## config.mk

```make
export PLATFORM = sky130hd
export DESIGN_NAME = time_entry_flat
export DESIGN_NICKNAME = d
export VERILOG_FILES = /design/src/rtl/time_entry_pkg.sv /design/src/rtl/time_entry_if.sv /design/src/rtl/time_entry_button_debouncer.sv /design/src/rtl/time_entry.sv /design/src/flat_wrapper.sv
export SDC_FILE = /design/constraint.sdc
export NUM_CORES = 1
export LEC_CHECK = 0
export BUFFER_PORTS_ARGS = -buffer_cell sky130_fd_sc_hd__buf_4
export CAP_MARGIN = 20
export CORE_ASPECT_RATIO = 1.2
export CORE_UTILIZATION = 66
export DETAILED_ROUTE_END_ITERATION = 16
export GPL_TIMING_DRIVEN = 1
export MAX_ROUTING_LAYER = met4
export PLACE_DENSITY = 0.83
export SYNTH_ARGS = -nofsm -noshare
export SYNTH_HDL_FRONTEND = slang
export SYNTH_SLANG_ARGS = --single-unit
```

## constraint.sdc

```tcl
create_clock -name clock -period 3.6 [get_ports clock]
set_input_delay 0.54 -clock clock [delete_from_list [all_inputs] [get_ports clock]]
set_output_delay 0.54 -clock clock [all_outputs]
set_load 0.005 [all_outputs]
```

## src/rtl/time_entry_pkg.sv

```systemverilog
// time_entry_pkg: shared types and wrap arithmetic for the countdown preset entry block.
package time_entry_pkg;
    localparam int SEC_W = 6;
    typedef enum logic [1:0] {EDIT, REPEAT, LOCKED} state_t;
    function automatic logic [SEC_W-1:0] wrap_inc(input logic [SEC_W-1:0] v, input int max_sec);
        return (int'(v) >= max_sec) ? '0 : v + 1'b1;
    endfunction
    function automatic logic [SEC_W-1:0] wrap_dec(input logic [SEC_W-1:0] v, input int max_sec);
        return (v == '0) ? SEC_W'(max_sec) : v - 1'b1;
    endfunction
endpackage

```

## src/rtl/time_entry_if.sv

```systemverilog
// time_entry_if: button, timer-status and preset/start signals between board, time_entry and countdown.
interface time_entry_if;
    import time_entry_pkg::*;
    logic             btn_up;
    logic             btn_down;
    logic             btn_go;
    logic             timer_busy;
    logic [SEC_W-1:0] seconds;
    logic             start;
    logic             editing;
    modport master (input btn_up, btn_down, btn_go, timer_busy, output seconds, start, editing);
    modport slave  (output btn_up, btn_down, btn_go, timer_busy, input seconds, start, editing);
endinterface

```

## src/rtl/time_entry_button_debouncer.sv

```systemverilog
// button_debouncer: 2-FF synchronizer, stability counter and rise pulse for one raw pushbutton.
module button_debouncer #(
    parameter int DEBOUNCE_CYCLES = 500000
) (
    input  logic clock,
    input  logic restart_n,
    input  logic btn,
    output logic level,
    output logic press
);
    localparam int CW = $clog2(DEBOUNCE_CYCLES + 1);
    logic [1:0]    sync;
    logic          raw;
    logic          armed;
    logic          level_q;
    logic [CW-1:0] cnt;
    // Synchronizer resets to "held" and armed stays low until a low sample is seen,
    // so a button held across reset never produces a press.
    always_ff @(posedge clock or negedge restart_n) begin
        if (!restart_n) begin
            sync    <= 2'b11;
            raw     <= 1'b0;
            armed   <= 1'b0;
            level_q <= 1'b0;
            cnt     <= '0;
        end else begin
            sync    <= {sync[0], btn};
            level_q <= level;
            if (!raw && !sync[1]) armed <= 1'b1;
            if (sync[1] == raw) cnt <= '0;
            else if (cnt == CW'(DEBOUNCE_CYCLES - 1)) begin
                raw <= sync[1];
                cnt <= '0;
            end else cnt <= cnt + 1'b1;
        end
    end
    assign level = raw & armed;
    assign press = level & ~level_q;
endmodule

```

## src/rtl/time_entry.sv

```systemverilog
// time_entry: debounced up/down/go preset editor driving the countdown seconds and start pulse.
// Optional auto-repeat on held up/down is enabled by defining TIME_ENTRY_AUTOREPEAT_EN.
module time_entry #(
    parameter int DEBOUNCE_CYCLES = 500000,
    parameter int REPEAT_DELAY    = 50000000,
    parameter int REPEAT_RATE     = 10000000,
    parameter int MAX_SECONDS     = 59
) (
    input  logic          clock,
    input  logic          restart_n,
    time_entry_if.master  bus
);
    import time_entry_pkg::*;
    logic [1:0]       rst_q;
    logic             rst_n_s;
    state_t           state, nxt;
    logic [SEC_W-1:0] sec;
    logic             up_l, up_p, dn_l, dn_p, go_p, unused_go;
    logic             fire, step_up, step_dn, inc, dec;
    always_ff @(posedge clock or negedge restart_n) begin
        if (!restart_n) rst_q <= '0;
        else rst_q <= {rst_q[0], 1'b1};
    end
    assign rst_n_s = rst_q[1];
    button_debouncer #(.DEBOUNCE_CYCLES(DEBOUNCE_CYCLES)) u_up (.clock(clock), .restart_n(rst_n_s), .btn(bus.btn_up), .level(up_l), .press(up_p));
    button_debouncer #(.DEBOUNCE_CYCLES(DEBOUNCE_CYCLES)) u_dn (.clock(clock), .restart_n(rst_n_s), .btn(bus.btn_down), .level(dn_l), .press(dn_p));
    button_debouncer #(.DEBOUNCE_CYCLES(DEBOUNCE_CYCLES)) u_go (.clock(clock), .restart_n(rst_n_s), .btn(bus.btn_go), .level(unused_go), .press(go_p));
    // A go press in an editable state blocks any up/down step in the same cycle.
    assign fire    = go_p && sec != '0 && state != LOCKED;
    assign step_up = state == EDIT && up_p && !dn_l && !go_p;
    assign step_dn = state == EDIT && dn_p && !up_l && !go_p;
`ifdef TIME_ENTRY_AUTOREPEAT_EN
    localparam int RMAX = (REPEAT_DELAY > REPEAT_RATE) ? REPEAT_DELAY : REPEAT_RATE;
    localparam int CW   = $clog2(RMAX + 1);
    logic [CW-1:0] cnt;
    logic          rpt_up, hold, tick;
    assign hold = rpt_up ? (up_l && !dn_l) : (dn_l && !up_l);
    assign tick = state == REPEAT && hold && !go_p && cnt == CW'(REPEAT_RATE - 1);
    assign inc  = step_up || (tick && rpt_up);
    assign dec  = step_dn || (tick && !rpt_up);
    // cnt counts clocks since the press while in EDIT, then clocks between steps in REPEAT.
    always_ff @(posedge clock or negedge rst_n_s) begin
        if (!rst_n_s) begin
            cnt    <= '0;
            rpt_up <= 1'b0;
        end else if (step_up || step_dn) begin
            cnt    <= CW'(1);
            rpt_up <= step_up;
        end else if (nxt != state) cnt <= '0;
        else if (state == REPEAT) cnt <= (cnt == CW'(REPEAT_RATE - 1)) ? '0 : cnt + 1'b1;
        else if (state == EDIT && cnt != '0 && hold) cnt <= cnt + 1'b1;
        else cnt <= '0;
    end
`else
    logic unused_cfg;
    assign unused_cfg = ^{REPEAT_DELAY, REPEAT_RATE};
    assign inc = step_up;
    assign dec = step_dn;
`endif
    always_ff @(posedge clock or negedge rst_n_s) begin
        if (!rst_n_s) state <= EDIT;
        else state <= nxt;
    end
    always_comb begin
        nxt = state;
        if (fire) nxt = LOCKED;
        else if (state == LOCKED) nxt = bus.timer_busy ? LOCKED : EDIT;
`ifdef TIME_ENTRY_AUTOREPEAT_EN
        else if (state == EDIT) nxt = (hold && cnt == CW'(REPEAT_DELAY - 1)) ? REPEAT : EDIT;
        else nxt = hold ? REPEAT : EDIT;
`endif
    end
    always_ff @(posedge clock or negedge rst_n_s) begin
        if (!rst_n_s) sec <= '0;
        else if (inc) sec <= wrap_inc(sec, MAX_SECONDS);
        else if (dec) sec <= wrap_dec(sec, MAX_SECONDS);
    end
    always_comb begin
        bus.seconds = sec;
        bus.start   = fire;
        bus.editing = state != LOCKED;
    end
endmodule
```

## src/flat_wrapper.sv

```systemverilog
// flat-port wrapper written by rule: the top's interface ports become plain ports
module time_entry_flat import time_entry_pkg::*;
#(
    parameter int DEBOUNCE_CYCLES = 500000,
    parameter int REPEAT_DELAY    = 50000000,
    parameter int REPEAT_RATE     = 10000000,
    parameter int MAX_SECONDS     = 59
)
  (clock, restart_n, bus_btn_up, bus_btn_down, bus_btn_go, bus_timer_busy, bus_seconds, bus_start, bus_editing);
  time_entry_if bus_i ();
  input  logic clock;
  input  logic restart_n;
  input wire logic [$bits(bus_i.btn_up)-1:0] bus_btn_up;
  input wire logic [$bits(bus_i.btn_down)-1:0] bus_btn_down;
  input wire logic [$bits(bus_i.btn_go)-1:0] bus_btn_go;
  input wire logic [$bits(bus_i.timer_busy)-1:0] bus_timer_busy;
  output wire logic [$bits(bus_i.seconds)-1:0] bus_seconds;
  output wire logic [$bits(bus_i.start)-1:0] bus_start;
  output wire logic [$bits(bus_i.editing)-1:0] bus_editing;
  assign bus_i.btn_up = bus_btn_up;
  assign bus_i.btn_down = bus_btn_down;
  assign bus_i.btn_go = bus_btn_go;
  assign bus_i.timer_busy = bus_timer_busy;
  assign bus_seconds = bus_i.seconds;
  assign bus_start = bus_i.start;
  assign bus_editing = bus_i.editing;
  time_entry #(.DEBOUNCE_CYCLES(DEBOUNCE_CYCLES), .REPEAT_DELAY(REPEAT_DELAY), .REPEAT_RATE(REPEAT_RATE), .MAX_SECONDS(MAX_SECONDS)) u_core (.clock(clock), .restart_n(restart_n), .bus(bus_i));
endmodule
```

Word-level counts from Yosys, hierarchy flattened
Index checks and enable logic that the tools add are counted.
W data, S select, Z words.
{ "word_totals": {"rom_bits": 0, "input_bits": 6, "n_memories": 0, "mem_bits_rw": 0, "reg_bits": 82, "latchBits": 0, "out_inout_bits": 8} }
{ "op_classes": {"n_mul": 0, "order_cmp": 1, "eq_ne": 8, "addsub": 5, "reduce_logical": 28, "mux": 13, "n_bitwise": 12, "div": 0, "shifts": 0} }
{ "op_table": {"columns": ["op", "count"], "rows": [
  ["$mux W19", 6],
  ["$add A19 B1 Y19 const B", 3],
  ["$eq A19 B19 Y1 const B", 3],
  ["$mux W6", 4],
  ["$logic_and A1 B1 Y1", 11],
  ["$logic_not A1 Y1", 9],
  ["$add A6 B1 Y6 const B", 1],
  ["$and A1 B1 Y1", 6],
  ["$ge A6 B6 Y1 const B", 1],
  ["$logic_not A6 Y1", 1],
  ["$mux W2", 3],
  ["$not A1 Y1", 6],
  ["$reduce_and A2 Y1", 3],
  ["$reduce_bool A6 Y1", 1],
  ["$sub A6 B1 Y6 const B", 1],
  ["$reduce_bool A2 Y1", 2],
  ["$eq A1 B1 Y1", 3],
  ["$eq A2 B2 Y1 const B", 1],
  ["$logic_not A2 Y1", 1],
  ["$ne A2 B2 Y1 const B", 1]
]} }

Depth between registers and ports, before layout
{ "logic_depth": {"word_depth": 7, "ltp_mapped": 8, "ltp_nobuf": 6} }

By module
A second synthesis with hierarchy kept.
{ "unflattened": {"hier_cells": 409, "area_unflattened_um2": 4170.2} }
{ "by_module_without_submodules": {"columns": ["mod", "seq_area_each_um2", "cells_each", "n_inst", "area_each_um2"], "rows": [
  ["button_debouncer", 603.1, 111, 3, 1164.9],
  ["time_entry", 225.2, 76, 1, 675.6]
]} }

Worst setup path after synthesis
No wires, ideal clock.
{ "synth_timing": {"kind": "reg2out", "start": "reg u_core.sec[0] (netlist: u_core.bus.seconds[0])", "end": "out bus_start", "stages_incl_launch_ff": 6, "arrival_time_ns": 1.261, "required_ns": 3.060, "path_slack_ns": 1.799, "path_buffers": 1, "path_cell_list": "dfrtp_1 > inv_1 > ha_1 > and2_1 > buf_2 > nor3_1"} }
{ "synth_via": {"elab_chain_len": 3} }
{ "synth_rtl": {"columns": ["element", "line", "source"], "rows": [
  ["start, declared", "time_entry.sv:17", "logic [SEC_W-1:0] sec;"],
  ["start signal, assigned", "time_entry.sv:75", "else if (inc) sec <= wrap_inc(sec, MAX_SECONDS);"],
  ["start signal, assigned", "time_entry.sv:76", "else if (dec) sec <= wrap_dec(sec, MAX_SECONDS);"],
  ["$reduce_bool A6 Y1", "time_entry.sv:29", "assign fire = go_p && sec != '0 && state != LOCKED;"],
  ["$logic_and A1 B1 Y1 (2 in a row)", "time_entry.sv:29", null],
  ["end, declared", "flat_wrapper.sv:18", "output wire logic [$bits(bus_i.start)-1:0] bus_start;"]
]} }
Every way passes these cells.

Worst setup path after layout
Ends and elaborated chain as after synthesis.

==> metrics.yaml <==
sta:
  hold_ws_ns: 0.162
  rsz0062_at_grt: "false"
  fmax_mhz: 415
  tightest_slew_ns: 0.709
  final-hold-violation-count: 0
  fin_crit_ns: 2.41
  setup_viol: 0
  timing.final.crit_share_pct: 67.0
  tns_ns: 0
  slew_violations: 0
  finalClockSkew_ns: 0.00555
  relSlewSlack_pct: 52.4
drt:
  detail_route.wl_per_cell_um: 14.7
  detail_route.drc_violations: 0
  vias_per_cell: 5.75
  routed_wl_um: 7330
  num_vias: 2874
  ant_nets: 0
  drtIter0Drc: 183
  firstDrtPassIters: 4
synthesis:
  ys_types: 46
  ys.flop_type: "dfrtp_1"
  synth.avg_cell_area_sq_um: 10.0
  synth_common_cells: "dfrtp_1, nor2_1, xor2_1, nand3_1"
  syn_nets: 413
  ys_async_sr_fraction_pct: 100
  yosysTopAreaCellShare_pct: 47.1
  synth.largest_area_cell: "dfrtp_1"
  syn_area_sq_um: 3990
  ys_seq_elements: 81
  ys_seq_area_share_pct: 51.1
  netlist_instances: 398
  yosysMostFrequentCell: "dfrtp_1"
  yosys_warnings: 0
  synth-edff-count: 0
  yosys-top-cells-area: "dfrtp_1, nor2_1, xor2_1"
clock_tree:
  clk_pin_slew_worst_paths_ns: 0.08
  h-tree-depth: 3
  cts_resized: 0
  clock-sinks: 81
  clk_path_buf_depth: 2
  cts_tree: "yes"
  numCtsBuffers: 9
  clk_latency_ns: 0.36
  root_buffer: "clkbuf_8"
  cts_hold_buf: 1
  post-cts-setup-buffer-count: 0
die:
  start_util_pct: 69.4
  ios: 14
  placementRows: 30
  coreArea_sq_um: 5740
  dieArea_sq_um: 6350
  die_x_um: 72.9
  die_h_um: 87.1
cells_and_area:
  drive_gt1_share_pct: 11.9
  n_fill_cell: 401
  finish.net_count: 430
  multi_input_area_sq_um: 1840
  final_cells: 500
  antenna_cells: 0
  area.growth.synth_to_final_pct: 11.4
  final_cell_area_sq_um: 4440
  seq_area_sq_um: 2040
  final_util_pct: 77.3
grt:
  antenna_found_initial: 0
  grt_pass1_vias: 2871
  gr-total-overflow: 0
  grtUsageTotal_pct: 27.3
  grt_max_degree: 80
  grt_pass1_wl_um: 12600
worst_setup_path:
  cp-end-kind: "output port"
  crit_required_ns: 3.06
  critPathLaunchType: "flop"
  worstPathMaxFanout: 9
  arrival_ns: 1.87
  worstSetupPathType: "reg -> out"
placed_design:
  dp_hpwl_um: 4700
  portBuffers: 13
  dp_cells: 482
  placed_area_sq_um: 4130
  place_congestion: 0.915
power_and_ir_drop:
  vdd_drop_max_uv: 375
  power_leakage_nw: 1.94
  p_per_area_nw_per_um2: 423
flow_run:
  maxCapViolCount: 0
outcome:
  status: "finished, final reports clean"
min_path:
  hp-class: "reg -> async"
==> logic make-up (layout without fill, tap and decap cells) <==
logic type      count (synthesis)  count (layout)  synth area share [%]
compound gates                 37              37                  5.56
fa+ha+maj                       9               9                  2.83
buf+inv                        23              45                  2.83
xor+xnor                       50              50                  11.0
simple gates                  196             196                  26.4
mux                             1               1                 0.251
flops                          81              81                  51.1
other cells                     1               1                0.0941
==> layout by cell type, fill, tap and decap left out, drive strengths merged, types with 2 or more instances in the layout <==
cell    netlist  final
a21o          3      3
a21oi         9      9
nor2         64     64
xnor2        23     23
nor4b         2      2
clkbuf        1     11
xor2         27     27
and3         10     10
o31ai         2      2
or2           3      3
nor4          6      6
inv          14     14
a31oi         2      2
and2         13     13
nand4        12     12
and4          8      8
dfrtp        75     75
buf           8     14
nor3b         3      3
nand2        24     24
nor2b         2      2
dfstp         6      6
ha            9      9
nor3         17     17
nor4bb        2      2
bufinv        0      4
or3           4      4
nand3        24     24
o21ai        16     16
==> report_power, final <==
group | switching (mW) | leakage (nW) | internal (mW)
clock network | 0.322 | 0.140 | 0.567
registers | 0.0110 | 1.08 | 0.925
logic | 0.0351 | 0.716 | 0.0179
==> sequential cells by signal, indices dropped and copies added, names as in the netlist, 2 cells and up <==
signal,count
u_core.u_up.cnt,19
u_core.u_go.sync,2
u_core.u_dn.cnt,19
u_core.u_dn.sync,2
u_core.u_up.sync,2
u_core.bus.seconds,6
u_core.rst_q,2
u_core.u_go.cnt,19
==> final timing paths <==
check | to | start | cells past startpoint | slack [ns]
setup / recovery | bus_start | u_core.bus.seconds[0]$_DFFE_PN0P_ | 5 | 1.19
hold / removal | u_core.u_go.cnt[13]$_DFF_PN0_ | u_core.rst_q[1]$_DFF_PN0_ | 0 | 0.16
setup reg to reg | u_core.u_go.cnt[10]$_DFF_PN0_ | u_core.u_go.cnt[0]$_DFF_PN0_ | 5 | 1.62
hold reg to reg | u_core.u_go.cnt[13]$_DFF_PN0_ | u_core.rst_q[1]$_DFF_PN0_ | 0 | 0.16
max in group asynchronous | u_core.u_dn.sync[0]$_DFF_PN1_ | u_core.rst_q[1]$_DFF_PN0_ | 1 | 2.83
min in group clock | u_core.u_dn.sync[0]$_DFF_PN1_ | bus_btn_down | 1 | 0.29
==> layout make-up <==
| type | instances | share of cell area, % |
|---|---|---|
| Clock buffer | 11 | 3.41 |
| Tap cell | 80 | 2.25 |
| Clock inverter | 5 | 2.82 |
| Inverter | 14 | 1.18 |
| Sequential cell | 81 | 45.9 |
| Timing Repair Buffer | 15 | 3.04 |
| Multi-Input combinational cell | 294 | 41.4 |
==> stage by stage <==
step | setup WS [ns] | power [mW]
3_3_place_gp | 1.68 | 1.00
4_1_cts | 1.19 | 1.88
2_1_floorplan | 1.19 | 0.988
3_5_place_dp | 1.60 | 1.00
6_report | 1.19 | 1.88
5_1_grt | 1.08 | 1.93
==> layer usage <==
metal  part of all wire (%)  track usage [%]  vias up
met3                    3.0             5.79       18
met5                      0                -        -
met2                     51             43.8       50
met1                     44             33.0     1404
met4                    2.2             12.7        0
li1                       -                -     1402
==> worst max-delay path, cell delays in order, from the launching register on <==
cell and delay [ns]:
dfrtp_1 0.51, inv_1 0.13, ha_1 0.22, and2_1 0.21
nor3_1 0.29, buf_4 0.17
Power figures use the tool's default switching activity.
